## src/rtl/mat_result_writeback.sv

```systemverilog
// Result writeback stage for the matrix-multiply datapath: saturates finished accumulators,
// buffers one result matrix, then streams it out row-major over valid/ready with a last flag.
module mat_result_writeback #(
  parameter int ACC_W     = 19,
  parameter int OUT_W     = 16,
  parameter int N_RESULTS = 64,
  parameter int ADDR_W    = 6
) (
  input  logic              clk,
  input  logic              reset,
  input  logic              start,
  input  logic              capture,
  input  logic [ACC_W-1:0]  acc_in,
  input  logic              done_in,
  input  logic              out_ready,
  output logic              out_valid,
  output logic [OUT_W-1:0]  out_data,
  output logic [ADDR_W-1:0] out_addr,
  output logic              out_last,
  output logic              busy,
  output logic              full,
  output logic              overflow_err,
  output logic [6:0]        sat_count,
  output logic              job_done
);

  localparam int PTR_W = ADDR_W + 1;

  typedef enum logic [1:0] {
    IDLE,
    COLLECT,
    DRAIN,
    COMPLETE
  } state_t;

  state_t           state;
  logic [PTR_W-1:0] wr_ptr;
  logic [PTR_W-1:0] rd_ptr;
  logic [6:0]       sat_cnt;
  logic             ovf;

  logic [OUT_W-1:0] mem [2**ADDR_W];

  logic             full_w;
  logic             wr_en;
  logic             clamped;
  logic [OUT_W-1:0] sat_val;
  logic [PTR_W-1:0] wr_ptr_post;
  logic             rd_last;
  logic             beat;
  logic [ACC_W-OUT_W:0] acc_hi;

  // In range exactly when every bit from the OUT_W sign position upward agrees.
  always_comb begin
    acc_hi  = acc_in[ACC_W-1:OUT_W-1];
    clamped = !((&acc_hi) || !(|acc_hi));
    sat_val = acc_in[OUT_W-1:0];
    if (clamped) begin
      sat_val = acc_in[ACC_W-1] ? {1'b1, {(OUT_W-1){1'b0}}}
                                : {1'b0, {(OUT_W-1){1'b1}}};
    end
  end

  always_comb begin
    full_w      = (wr_ptr == PTR_W'(N_RESULTS));
    wr_en       = (state == COLLECT) && capture && !full_w;
    wr_ptr_post = wr_ptr + PTR_W'(wr_en);
    rd_last     = (rd_ptr == wr_ptr - PTR_W'(1));
    beat        = (state == DRAIN) && out_ready;
  end

  always_ff @(posedge clk) begin
    if (wr_en) begin
      mem[wr_ptr[ADDR_W-1:0]] <= sat_val;
    end
  end

  always_ff @(posedge clk or posedge reset) begin
    if (reset) begin
      state   <= IDLE;
      wr_ptr  <= '0;
      rd_ptr  <= '0;
      sat_cnt <= '0;
      ovf     <= 1'b0;
    end else begin
      case (state)
        IDLE: begin
          if (start) begin
            state   <= COLLECT;
            wr_ptr  <= '0;
            rd_ptr  <= '0;
            sat_cnt <= '0;
            ovf     <= 1'b0;
          end
        end
        COLLECT: begin
          if (wr_en) begin
            wr_ptr <= wr_ptr_post;
            if (clamped && (sat_cnt != '1)) begin
              sat_cnt <= sat_cnt + 7'd1;
            end
          end
          if (capture && full_w) begin
            ovf <= 1'b1;
          end
          // A capture coinciding with done_in is counted before choosing DRAIN vs COMPLETE.
          if (done_in) begin
            state <= (wr_ptr_post != '0) ? DRAIN : COMPLETE;
          end
        end
        DRAIN: begin
          if (beat) begin
            rd_ptr <= rd_ptr + PTR_W'(1);
            if (rd_last) begin
              state <= COMPLETE;
            end
          end
        end
        COMPLETE: begin
          if (!start) begin
            state <= IDLE;
          end
        end
        default: state <= IDLE;
      endcase
    end
  end

  always_comb begin
    out_valid    = (state == DRAIN);
    out_data     = out_valid ? mem[rd_ptr[ADDR_W-1:0]] : '0;
    out_addr     = out_valid ? rd_ptr[ADDR_W-1:0] : '0;
    out_last     = out_valid && rd_last;
    busy         = (state == COLLECT) || (state == DRAIN);
    full         = full_w;
    overflow_err = ovf;
    sat_count    = sat_cnt;
    job_done     = (state == COMPLETE);
  end

endmodule

```

## config.mk

```make
export PLATFORM = sky130hd
export DESIGN_NAME = mat_result_writeback
export DESIGN_NICKNAME = d
export VERILOG_FILES = /design/src/rtl/mat_result_writeback.sv
export SDC_FILE = /design/constraint.sdc
export NUM_CORES = 1
export LEC_CHECK = 0
export ABC_AREA = 1
export BUFFER_PORTS_ARGS = -buffer_cell sky130_fd_sc_hd__buf_2
export CORE_UTILIZATION = 40
export DETAILED_ROUTE_END_ITERATION = 8
export PLACE_DENSITY = 0.64
export SETUP_SLACK_MARGIN = 0.1
export SLEW_MARGIN = 20
export SYNTH_ARGS = -nofsm -noshare
export SYNTH_HDL_FRONTEND = slang
export SYNTH_SLANG_ARGS = --single-unit
```

## constraint.sdc

```tcl
create_clock -name clk -period 3.05 [get_ports clk]
set_clock_uncertainty 0.1 [all_clocks]
set_input_delay 0.61 -clock clk [delete_from_list [all_inputs] [get_ports clk]]
set_output_delay 0.61 -clock clk [all_outputs]
set_load 0.03 [all_outputs]
```

## After elaboration in Yosys (flattened, before gate mapping)

Memory sizes are Yosys's and may differ from the RTL's.
Cells that the tools add are included.

- Bits in read-only memories: 0
- Latch bits: 0
- Flip-flop bits (word level): 24
- Bits in writable memories: 1024
- Word-level logic and storage cells: 70
- Memories kept: 1
- Input bits: 25
- Output and inout bits: 35

Memories:

| name | depth | width | rd ports | clocked after memory_dff | wr ports | RTL line | RTL |
|---|---|---|---|---|---|---|---|
| mem | 64 | 16 | 1 | 0 | 1 | 42 | `logic [OUT_W-1:0] mem [2**ADDR_W];` |

- Mux-type cells: 24
- Eq/ne operators: 14
- Reduce and logical (&&, ||, !) cells: 22
- $lt $le $gt $ge: 0
- Divide/modulo/power cells: 0
- $mul: 0
- Shift operators: 0
- Bitwise gates (word level): 0
- $add $sub $neg: 4

Operator list:

| kind | number |
|---|---|
| $mux W16 | 3 |
| $pmux W7 S2 | 3 |
| $mux W7 | 5 |
| $add A7 B1 Y7 const B | 2 |
| $mux W2 | 5 |
| $reduce_and A3 Y1 | 3 |
| $ne A2 B1 Y1 const B | 4 |
| $ne A2 B2 Y1 const B | 4 |
| $pmux W2 S4 | 1 |
| $reduce_and A4 Y1 | 2 |
| $add A7 B1 Y7 | 1 |
| $eq A7 B7 Y1 | 1 |
| $eq A7 B7 Y1 const B | 1 |
| $ne A7 B7 Y1 const B | 1 |
| $reduce_bool A7 Y1 | 1 |
| $sub A7 B1 Y7 const B | 1 |
| $logic_and A1 B1 Y1 | 6 |
| $mux W6 | 1 |
| $mux W1 | 5 |
| $reduce_and A5 Y1 | 1 |
| $eq A2 B2 Y1 const B | 2 |
| $reduce_bool A2 Y1 | 2 |
| $reduce_or A4 Y1 | 1 |
| $logic_not A1 Y1 | 3 |
| 4 further kinds | 5 |

## Logic depth before layout (Yosys ltp)

- Word-level depth: 8
- Depth in mapped cells: 16
- Mapped depth without buffers: 16

## Worst setup path before layout

Ideal clock, no wire load.

- Kind: input to register
- Start point: in acc_in[18]
- End point: mem mem[0][10], data pin
- Cell stages on the path: 5
- Data arrival time: 2.100 ns
- Buffers on the path: 1
- Library setup time: 0.514 ns
- Setup slack: 0.336 ns
- Required time: 2.436 ns
- Cells stage by stage: o21ai_1 > nand2_1 > nand2_1 > clkbuf_1 > nand2_1

- Cells in the longest elaborated chain, start to end: 4
- Elaborated cells on any way between the ends: 6
- Classes of those cells: 2 x mux; 4 x reduce/logical

Ends and longest elaborated chain:

| what | RTL line | RTL |
|---|---|---|
| start: declaration | 13 | `input logic [ACC_W-1:0] acc_in,` |
| $reduce_or A4 Y1 | 56 | `clamped = !((&acc_hi) \|\| !(\|acc_hi));` |
| $logic_not A1 Y1 | 56 |  |
| $logic_or A1 B1 Y1 | 56 |  |
| $mux W16 * | 58 | `if (clamped) begin` |
| named net sat_val[10] | 47 | `logic [OUT_W-1:0] sat_val;` |
| end: declaration | 42 |  |

The timed path passes the listed nets; every way through them passes the cells marked *.

## Final worst setup path

- Start point: reg rd_ptr[0]
- End point: out out_data[7]

- Cells in the longest elaborated chain, start to end: 2

Ends and longest elaborated chain:

| what | RTL line | RTL |
|---|---|---|
| start: declaration | 38 | `logic [PTR_W-1:0] rd_ptr;` |
| start signal: assignment | 113 | `rd_ptr <= rd_ptr + PTR_W'(1);` |
| $mem_v2 Z64 W16 | -- |  |
| $mux W16 | 131 | `out_data = out_valid ? mem[rd_ptr[ADDR_W-1:0]] : '0;` |
| end: declaration | 17 | `output logic [OUT_W-1:0] out_data,` |

No other way between the ends.

==> results.toml <==
[cells_and_area]
nFillCells = 9676
diodes = 0
fin_cells = 6048
fin_area_sq_um = 54720
register_area_sq_um = 31360
layout-drive-gt1-share_pct = 17.70
multi_input_area_sq_um = 11840
area_growth_pct = 22.25
fin_util_pct = 49.38
nNetsFinal = 4507

[clocking]
cts_buffer_depth = 3
cts_tree = "yes"
clkLatencyLatePin_ns = 0.68
clock-root-buffer = "clkbuf_16"
clkTransAtPathRegs_ns = 0.06
cts.sink_count = 1048
numCtsBuffers = 102
htreeDepth = 3

[worst_hold_path]
holdPathEnd = "state[1]"
hold_start = "start"
hold_depth = 4
hold_path_class = "input port to flop"

[drt]
via_count = 31744
routed_via_density = 5.249
first_iter_violations = 3607
routed_wl_um = 130400
first_pass_iters = 6
drc_errors = 0
ant_nets = 0
post_drt_wl_per_cell_um = 21.56

[timing]
finalWorstSetupSlack_ns = -0.6361
whs_ns = 0.2020
fin_crit_sh_pct = 120.9
fin_crit_ns = 3.686
maxSlewViolCount = 0
finalSetupViolCount = 17
worst_pin_slew_ns = 0.9397
rsz0062_at_grt = "yes"
slew_headroom_pct = 37.36
hold_viol_final = 0
fmax_ghz = 0.2713

[pwr]
clockPowerShare_pct = 28.4
powerDensity_nw_per_um2 = 830.4
ir_drop_uv = 720.0
comb_power_share_pct = 35.9
switching_power_mw = 15.66
p_int_mw = 29.78
switching_share_pct = 34.47
leakage_nw = 21.94
seqPwrFrac_pct = 35.7

[worst_setup_path]
critPathMaxStageDelay_ns = 0.49
cp-end-kind = "primary output"
critPathKind = "flop to primary output"
crit_path_max_fanout = 6
r2r_cells = 10
reg2reg_slack_ns = 0.23
slowest_stage = "dfrtp_4"
cp_top_family = "buffers and inverters"
start_kind = "flop"
cp.arrival_ns = 2.98
timing.rr.end = "rd_ptr[2]"
required_ns = 2.34
crit_chain = "buf_12, clkinv_16, bufbuf_16, buf_4, buf_4, nand2_1, nand3_1, nand3_1, nand2_1, nand2_2, nand3_4, nand2_4, inv_2, a21oi_4, buf_6"
reg2reg_from = "state[0]"
crit_buf_inv = 7

[synthesis]
synth_top_area_cell = "edfxtp_1"
ys.flop_type = "edfxtp_1"
ys_seq_area_share_pct = 70.03
syn_nets = 4224
synth_edf_count = 1024
yosysMostFrequentCell = "nand2_1"
synthTopCellsByCount = "nand2_1, edfxtp_1, nand3_1, inv_1, buf_2"
async_reset_ff_share_pct = 2.290
syn_area_per_cell_sq_um = 10.69
synth-seq-cells = 1048
synth.distinct_cells = 33
yosys_warnings = 0
synth_top_area_share_pct = 68.69
syn_inst = 4189
synth_area_sq_um = 44760
ys_top_cells_by_area = "edfxtp_1, nand2_1, nand3_1"

[floorplan]
io_pins = 60
rows = 122
initial_utilization_pct = 40.39
fp.dieH_um = 336.5
fp.dieArea_sq_um = 113300
fp.dieW_um = 336.5
core_sq_um = 110800

[run]
cap_viol_max_count = 0

[place]
gp_congestion = 0.8751
place_area_sq_um = 48440
io_buffer_count = 59
post-dp-hpwl_um = 72450
dp_cells = 5777

[global_route]
grt_overflow = 0
grt_usage_pct = 22.93
grt_max_degree = 65
first_global_vias = 30503
antenna_found_initial = 5
grt_pass1_wl_um = 192900

[status]
outcome = "finished, violations left"
violations = "negative setup slack"
-- state kept, by name (all words and copies together) (netlist names) --
name	count
sat_count	7
overflow_err	1
state	2
wr_ptr	7
rd_ptr	7
mem	1024
-- cell usage in the layout (no fill, tap or decap), types with 9 or more instances in the layout --
master     instances
a21oi_1           74
a21oi_4            9
buf_12            60
buf_16            29
buf_2             42
buf_4            215
buf_6             30
bufbuf_16         12
bufinv_16         13
clkbuf_1          24
clkbuf_16        108
clkinv_1          19
clkinv_2          22
dfrtp_1           20
edfxtp_1        1024
ha_1              10
inv_1            355
inv_2             15
nand2_1         1521
nand2_2           64
nand2_4            9
nand3_1          529
nand3_2          117
nand3_4           10
nand4_1            9
nor2_1           114
o21ai_0           21
xor2_1            10
-- power by group through the flow --
stage | clock network [mW] | logic, mW | registers (mW)
4_1_cts | 13.0 | 15.6 | 16.2
5_1_grt | 13.6 | 17.3 | 16.2
3_3_place_gp | 0 | 12.5 | 16.5
3_5_place_dp | 0 | 12.6 | 16.5
6_report | 12.9 | 16.3 | 16.2
2_1_floorplan | 0 | 7.56 | 16.5
-- logic make-up after synthesis --
| logic type | Yosys count | synth area share [%] |
|---|---|---|
| simple gates | 2391 | 22.03 |
| flops | 1048 | 70.03 |
| buf+inv | 601 | 5.906 |
| compound gates | 124 | 1.456 |
| xor+xnor | 15 | 0.2935 |
| fa+ha+maj | 10 | 0.2795 |
-- layout make-up --
class,count,area share [%]
Inverter,378,2.691
Sequential cell,1048,57.31
Tap cell,1488,3.402
Clock buffer,131,5.016
Timing Repair Buffer,397,8.611
Timing Repair inverter,5,0.1326
Clock inverter,61,1.207
Multi-Input combinational cell,2540,21.63
-- worst max path at each step --
| stage | startpoint | end | depth (start not counted) |
|---|---|---|---|
| finish | rd_ptr[0] | out_data[7] | 15 |
| global route | rd_ptr[0] | out_data[13] | 17 |
| CTS | rd_ptr[0] | out_data[7] | 15 |
| detailed placement | rd_ptr[0] | out_data[15] | 11 |
| global placement | rd_ptr[0] | out_data[15] | 11 |
| floorplan | acc_in[18] | mem[0][10] | 5 |
-- through the flow --
| stage | setup TNS [ns] | setup slack (ns) | total power [mW] |
|---|---|---|---|
| after floorplan | 0 | 0.3360 | 24.11 |
| after global placement | -2.194 | -0.4110 | 29.01 |
| after detailed placement | -2.285 | -0.3822 | 29.12 |
| after CTS | -9.600 | -0.6102 | 44.88 |
| after global routing | -11.32 | -0.7097 | 47.11 |
| final | -10.01 | -0.6361 | 45.44 |
-- repair_timing --
item,CTS,global route
resized for setup,281,72
hold endpoints to repair,4,0
pin swaps,66,51
hold buffers,1,0
buffers inserted,32,10
endpoints found under the setup margin,17,22
gates cloned,34,3
-- worst min-delay path, cell delays in order --
cell	delay, ns
buf_2	0.09
a211oi_1	0.10
nand3_1	0.08
nand2_1	0.05
-- layer usage --
layer	wire (um)	GRT usage [%]
met1	51510	30.53
met2	61520	37.10
met3	11970	3.928
met4	5357	9.681
met5	9	0
(Power assumes the default switching activity.)
